$ cat src/rtl/seg7_pkg.sv
// Shared seven-segment glyph table and capture FSM types.
// Glyphs are active-low, bit0=a .. bit6=g.
package seg7_pkg;

  typedef logic [6:0] seg7_t;

  localparam seg7_t SEG_0 = 7'b1000000;
  localparam seg7_t SEG_1 = 7'b1111001;
  localparam seg7_t SEG_2 = 7'b0100100;
  localparam seg7_t SEG_3 = 7'b0110000;
  localparam seg7_t SEG_4 = 7'b0011001;
  localparam seg7_t SEG_5 = 7'b0010010;
  localparam seg7_t SEG_6 = 7'b0000010;
  localparam seg7_t SEG_7 = 7'b1111000;
  localparam seg7_t SEG_8 = 7'b0000000;
  localparam seg7_t SEG_9 = 7'b0011000;
  localparam seg7_t SEG_A = 7'b0001000;
  localparam seg7_t SEG_B = 7'b0000011;
  localparam seg7_t SEG_C = 7'b1000110;
  localparam seg7_t SEG_D = 7'b0100001;
  localparam seg7_t SEG_E = 7'b0000110;
  localparam seg7_t SEG_F = 7'b0001110;

  typedef enum logic [1:0] {
    IDLE,
    TRACK,
    HOLD
  } state_e;

endpackage

$ cat src/rtl/seg7_to_hex.sv
// Combinational inverse of the glyph table: pattern -> nibble.
// Any pattern outside the sixteen glyphs (including all-off) is illegal.
module seg7_to_hex
  import seg7_pkg::*;
(
  input  seg7_t      seg_i,
  output logic [3:0] nib_o,
  output logic       legal_o
);

  always_comb begin
    nib_o   = 4'h0;
    legal_o = 1'b1;
    case (seg_i)
      SEG_0: nib_o = 4'h0;
      SEG_1: nib_o = 4'h1;
      SEG_2: nib_o = 4'h2;
      SEG_3: nib_o = 4'h3;
      SEG_4: nib_o = 4'h4;
      SEG_5: nib_o = 4'h5;
      SEG_6: nib_o = 4'h6;
      SEG_7: nib_o = 4'h7;
      SEG_8: nib_o = 4'h8;
      SEG_9: nib_o = 4'h9;
      SEG_A: nib_o = 4'hA;
      SEG_B: nib_o = 4'hB;
      SEG_C: nib_o = 4'hC;
      SEG_D: nib_o = 4'hD;
      SEG_E: nib_o = 4'hE;
      SEG_F: nib_o = 4'hF;
      default: legal_o = 1'b0;
    endcase
  end

endmodule

$ cat src/rtl/seg7_capture.sv
// Recovers hex digits from a multiplexed active-low 7-seg bus.
// Each digit's pattern must be stable STABLE_CYCLES samples to capture.
module seg7_capture
  import seg7_pkg::*;
#(
  parameter  int NDIG          = 4,
  parameter  int STABLE_CYCLES = 4,
  localparam int IW = (NDIG > 1) ? $clog2(NDIG) : 1,
  localparam int CW = $clog2(STABLE_CYCLES + 1)
) (
  input  logic              clk,
  input  logic              rst,
  input  logic [6:0]        seg,
  input  logic [NDIG-1:0]   dig_en,
  output logic [4*NDIG-1:0] hex,
  output logic [NDIG-1:0]   valid,
  output logic [NDIG-1:0]   err,
  output logic              upd,
  output logic [IW-1:0]     upd_idx,
  output logic              frame
);

  seg7_t           seg_q;
  logic [NDIG-1:0] dig_q;
  seg7_t           ref_seg_q;
  logic [NDIG-1:0] ref_dig_q;
  logic [CW-1:0]   cnt_q;
  logic [NDIG-1:0] seen_q;
  state_e          state_q;

  logic            sel_ok;
  logic            same;
  logic            last;
  logic [IW-1:0]   idx;
  logic [3:0]      nib;
  logic            legal;
  logic [NDIG-1:0] seen_d;

  assign sel_ok = $onehot(dig_q);
  assign same   = (seg_q == ref_seg_q) && (dig_q == ref_dig_q);
  assign last   = (cnt_q == CW'(STABLE_CYCLES - 1));
  assign seen_d = seen_q | dig_q;

  always_comb begin
    idx = '0;
    for (int i = 0; i < NDIG; i++)
      if (dig_q[i]) idx = IW'(i);
  end

  seg7_to_hex u_dec (
    .seg_i   (seg_q),
    .nib_o   (nib),
    .legal_o (legal)
  );

  always_ff @(posedge clk or posedge rst) begin
    if (rst) begin
      seg_q     <= '0;
      dig_q     <= '0;
      ref_seg_q <= '0;
      ref_dig_q <= '0;
      cnt_q     <= '0;
      seen_q    <= '0;
      state_q   <= IDLE;
      hex       <= '0;
      valid     <= '0;
      err       <= '0;
      upd       <= 1'b0;
      upd_idx   <= '0;
      frame     <= 1'b0;
    end else begin
      seg_q <= seg;
      dig_q <= dig_en;
      upd   <= 1'b0;
      frame <= 1'b0;
      unique case (state_q)
        IDLE: begin
          if (sel_ok) begin
            ref_seg_q <= seg_q;
            ref_dig_q <= dig_q;
            cnt_q     <= CW'(1);
            state_q   <= TRACK;
          end
        end
        TRACK: begin
          if (!sel_ok) begin
            state_q <= IDLE;
          end else if (!same) begin
            ref_seg_q <= seg_q;
            ref_dig_q <= dig_q;
            cnt_q     <= CW'(1);
          end else begin
            if (cnt_q < CW'(STABLE_CYCLES))
              cnt_q <= cnt_q + CW'(1);
            if (last) begin
              state_q <= HOLD;
              upd     <= 1'b1;
              upd_idx <= idx;
              if (legal) begin
                hex[4*idx +: 4] <= nib;
                valid[idx]      <= 1'b1;
                err[idx]        <= 1'b0;
              end else begin
                valid[idx] <= 1'b0;
                err[idx]   <= 1'b1;
              end
              // Frame completes on the capture that fills the seen mask
              if (&seen_d) begin
                frame  <= 1'b1;
                seen_q <= '0;
              end else begin
                seen_q <= seen_d;
              end
            end
          end
        end
        HOLD: begin
          if (!sel_ok) begin
            state_q <= IDLE;
          end else if (!same) begin
            ref_seg_q <= seg_q;
            ref_dig_q <= dig_q;
            cnt_q     <= CW'(1);
            state_q   <= TRACK;
          end
        end
        default: state_q <= IDLE;
      endcase
    end
  end

endmodule

$ cat config.mk
export PLATFORM = sky130hd
export DESIGN_NAME = seg7_capture
export DESIGN_NICKNAME = d
export VERILOG_FILES = /design/src/rtl/seg7_pkg.sv /design/src/rtl/seg7_to_hex.sv /design/src/rtl/seg7_capture.sv
export SDC_FILE = /design/constraint.sdc
export NUM_CORES = 1
export LEC_CHECK = 0
export CAP_MARGIN = 10
export CORE_MARGIN = 3
export CORE_UTILIZATION = 60
export DETAILED_ROUTE_END_ITERATION = 12
export PLACE_DENSITY = 0.87
export SYNTH_ARGS = -nofsm -noshare
export SYNTH_HDL_FRONTEND = slang
export SYNTH_SLANG_ARGS = --single-unit
export TNS_END_PERCENT = 20
$ cat constraint.sdc
create_clock -name clk -period 6.4 [get_ports clk]
set_input_delay 1.28 -clock clk [delete_from_list [all_inputs] [get_ports clk]]
set_output_delay 1.28 -clock clk [all_outputs]
set_load 0.01 [all_outputs]
==> insert_results.sql <==
INSERT INTO impl_metrics (metric_group, metric, value, unit) VALUES
('global_route', 'global_route.overflow_total', '0', ''),
('logic_synthesis', 'synth-edff-count', '0', ''),
('cts', 'clkSlewWorstSetupHoldPaths', '60', 'ps'),
('logic_synthesis', 'async_reset_ff_share', '100', '%'),
('power', 'power.share.sequential', '46.8', '%'),
('setup_path', 'critical_path_required', '6620', 'ps'),
('place', 'routabilityCongestion', '0.849', ''),
('status', 'outcome', 'completed', ''),
('logic_synthesis', 'total_standard_cell_area_after_synthesis', '3290', 'um2'),
('power', 'worst_ir_drop_vdd', '0.186', 'mV'),
('route', 'drtAntennaViolNets', '0', ''),
('timing', 'final_max_slew_viol_count', '0', ''),
('cts', 'max_root_sink_buffers', '2', ''),
('cts', 'cts_buffers', '9', ''),
('die', 'die_w', '80.1', 'um'),
('setup_path', 'cp_data_arrival_time', '3590', 'ps'),
('logic_synthesis', 'synth_cells', '296', ''),
('logic_synthesis', 'ys_top_cells_by_area', 'dfrtp_1, mux2_2, ha_1', ''),
('route', 'drt_iter0_drc', '253', ''),
('min_path', 'class_of_the_most_critical_hold_timing_path', 'register to register', ''),
('place', 'buffer_ports.inserted', '40', ''),
('timing', 'slew_headroom', '47.9', '%'),
('setup_path', 'critical_path.endpoint_type', 'register', ''),
('timing', 'report.final.hold_viol_count', '0', ''),
('die', 'ioPinCount', '41', ''),
('power', 'power_leakage', '1.64', 'nW'),
('power', 'sw_frac_of_total', '29.3', '%'),
('die', 'fp.dieArea', '6410', 'um2'),
('logic_synthesis', 'ys_warn_count', '0', ''),
('timing', 'setup_repair_after_global_routing_missed_its_margin', 'no', ''),
('route', 'routed_wire_length_per_instance', '15.1', 'um'),
('setup_path', 'critical_path.reg2reg.startpoint', 'dig_q[0]', ''),
('cells_and_area', 'finalCoreUtilization', '74.3', '%'),
('run', 'drv.max_cap_violation_count', '0', ''),
('logic_synthesis', 'post_synth.cell_area_avg', '11.1', 'um2'),
('global_route', 'grt_antenna_before_repair', '0', ''),
('min_path', 'hold_path_startpoint', 'seen_q[3]', ''),
('timing', 'fin_hold_ws', '496', 'ps'),
('route', 'drt_pass1_iterations', '4', ''),
('timing', 'setup_viol_count_final', '0', ''),
('die', 'floorplan.die.height', '80.1', 'um'),
('timing', 'clock_skew', '10.4', 'ps'),
('setup_path', 'cp_max_fo', '8', ''),
('setup_path', 'timing.critical_path.from_type', 'register', ''),
('cells_and_area', 'post_route_cells_drive_above_1_share', '15.0', '%'),
('logic_synthesis', 'yosys.cell_types.count', '57', ''),
('global_route', 'globalRouteTotalUtil', '22.2', '%'),
('power', 'power.net_switching', '0.286', 'mW'),
('timing', 'final_min_period_over_clock_period', '52.7', '%'),
('route', 'route.detailed.vias_per_inst', '5.76', ''),
('cts', 'cts_tree', 'done', ''),
('cts', 'ctsHtreeMaxLevel', '3', ''),
('timing', 'tightestPinTransition', '782', 'ps'),
('route', 'wl_final', '6.20', 'mm'),
('setup_path', 'type_of_the_worst_setup_path', 'register to register', ''),
('logic_synthesis', 'synth-seq-area-share', '44.8', '%'),
('route', 'drc', '0', ''),
('timing', 'min_period', '3370', 'ps'),
('die', 'placementRows', '26', ''),
('min_path', 'hold_depth', '2', ''),
('cts', 'clock_insertion_delay_worst_skew', '340', 'ps'),
('setup_path', 'timing.reg2reg.setup_slack', '3030', 'ps'),
('cells_and_area', 'final_nets', '362', ''),
('cts', 'postCtsHoldBufs', '0', ''),
('timing', 'tns', '0', 'ps'),
('cells_and_area', 'final.fill_count', '379', ''),
('global_route', 'grt_first_pass_wirelength', '10.9', 'mm'),
('cts', 'cts.repair_timing.setup_buffer_count', '0', ''),
('power', 'power_frac_comb', '21.4', '%'),
('global_route', 'first_global_vias', '2314', ''),
('cts', 'root_buffer', 'clkbuf_8', '');
==> final cells by class <==
type	instances	area [um2]	area share, %
Inverter	38	143	3.69
Timing Repair Buffer	41	408	10.5
Sequential cell	59	1480	38.2
Clock inverter	2	10.0	0.259
Tap cell	70	87.6	2.26
Clock buffer	13	169	4.37
Multi-Input combinational cell	187	1580	40.7
==> worst max-delay path by stage <==
stage	start	end	slack [ps]	depth (start not counted)
after floorplan	dig_q[0]	hex[0]	3270	10
after global placement	dig_q[0]	hex[2]	3120	10
after detailed placement	dig_q[0]	register	3010	10
after CTS	dig_q[0]	register	3010	10
after global routing	dig_q[0]	hex[6]	2800	10
final	dig_q[0]	register	3030	10
==> kinds of logic after synthesis <==
family | share of synthesized area, %
adders and majority gates | 5.17
muxes | 10.8
and+or+nand+nor | 14.8
xor gates and xnor gates | 4.03
buffers and inverters | 7.30
AOI/OAI and AO/OA | 13.1
DFF | 44.8
==> through the flow <==
step / instances / worst slack [ps] / power (mW)
2_1_floorplan: 296 / 3270 / 0.633
3_3_place_gp: 395 / 3120 / 0.660
3_5_place_dp: 395 / 3010 / 0.673
4_1_cts: 410 / 3010 / 0.981
5_1_grt: 410 / 2800 / 1.03
6_report: 410 / 3030 / 0.976
==> worst max-delay path, cell delays in order (launching register included) <==
cell	delay, ps
dfrtp_1	410
inv_1	90
fa_1	530
inv_1	40
ha_1	170
ha_1	290
nor3b_2	270
nand3_1	220
nor4_2	680
nand2_1	200
mux2_1	350
==> power groups by stage <==
stage | sequential [mW] | combinational [mW] | clock, mW
final | 0.457 | 0.209 | 0.310
after global routing | 0.462 | 0.231 | 0.335
after CTS | 0.457 | 0.211 | 0.314
after detailed placement | 0.463 | 0.210 | 0
after global placement | 0.459 | 0.201 | 0
after floorplan | 0.449 | 0.184 | 0
==> cell usage in the layout (no fill, tap or decap), drive strengths merged, types with 5 or more instances in the layout <==
master and count:
inv 38, a21oi 10, mux2i 13, o21ai 23, nand4 7, mux2 20
ha 12, nor3 5, dfrtp 59, xnor2 12, clkbuf 13, nor2 14
nand2 11, clkdlybuf4s50 40
==> layer usage <==
metal,vias up,routed length [um],track usage (%)
met5,-,0,0
met4,0,172,11.3
met1,1148,2700,30.2
met3,19,311,4.37
met2,74,3020,33.6
li1,1119,-,-
(Power assumes the default switching activity.)
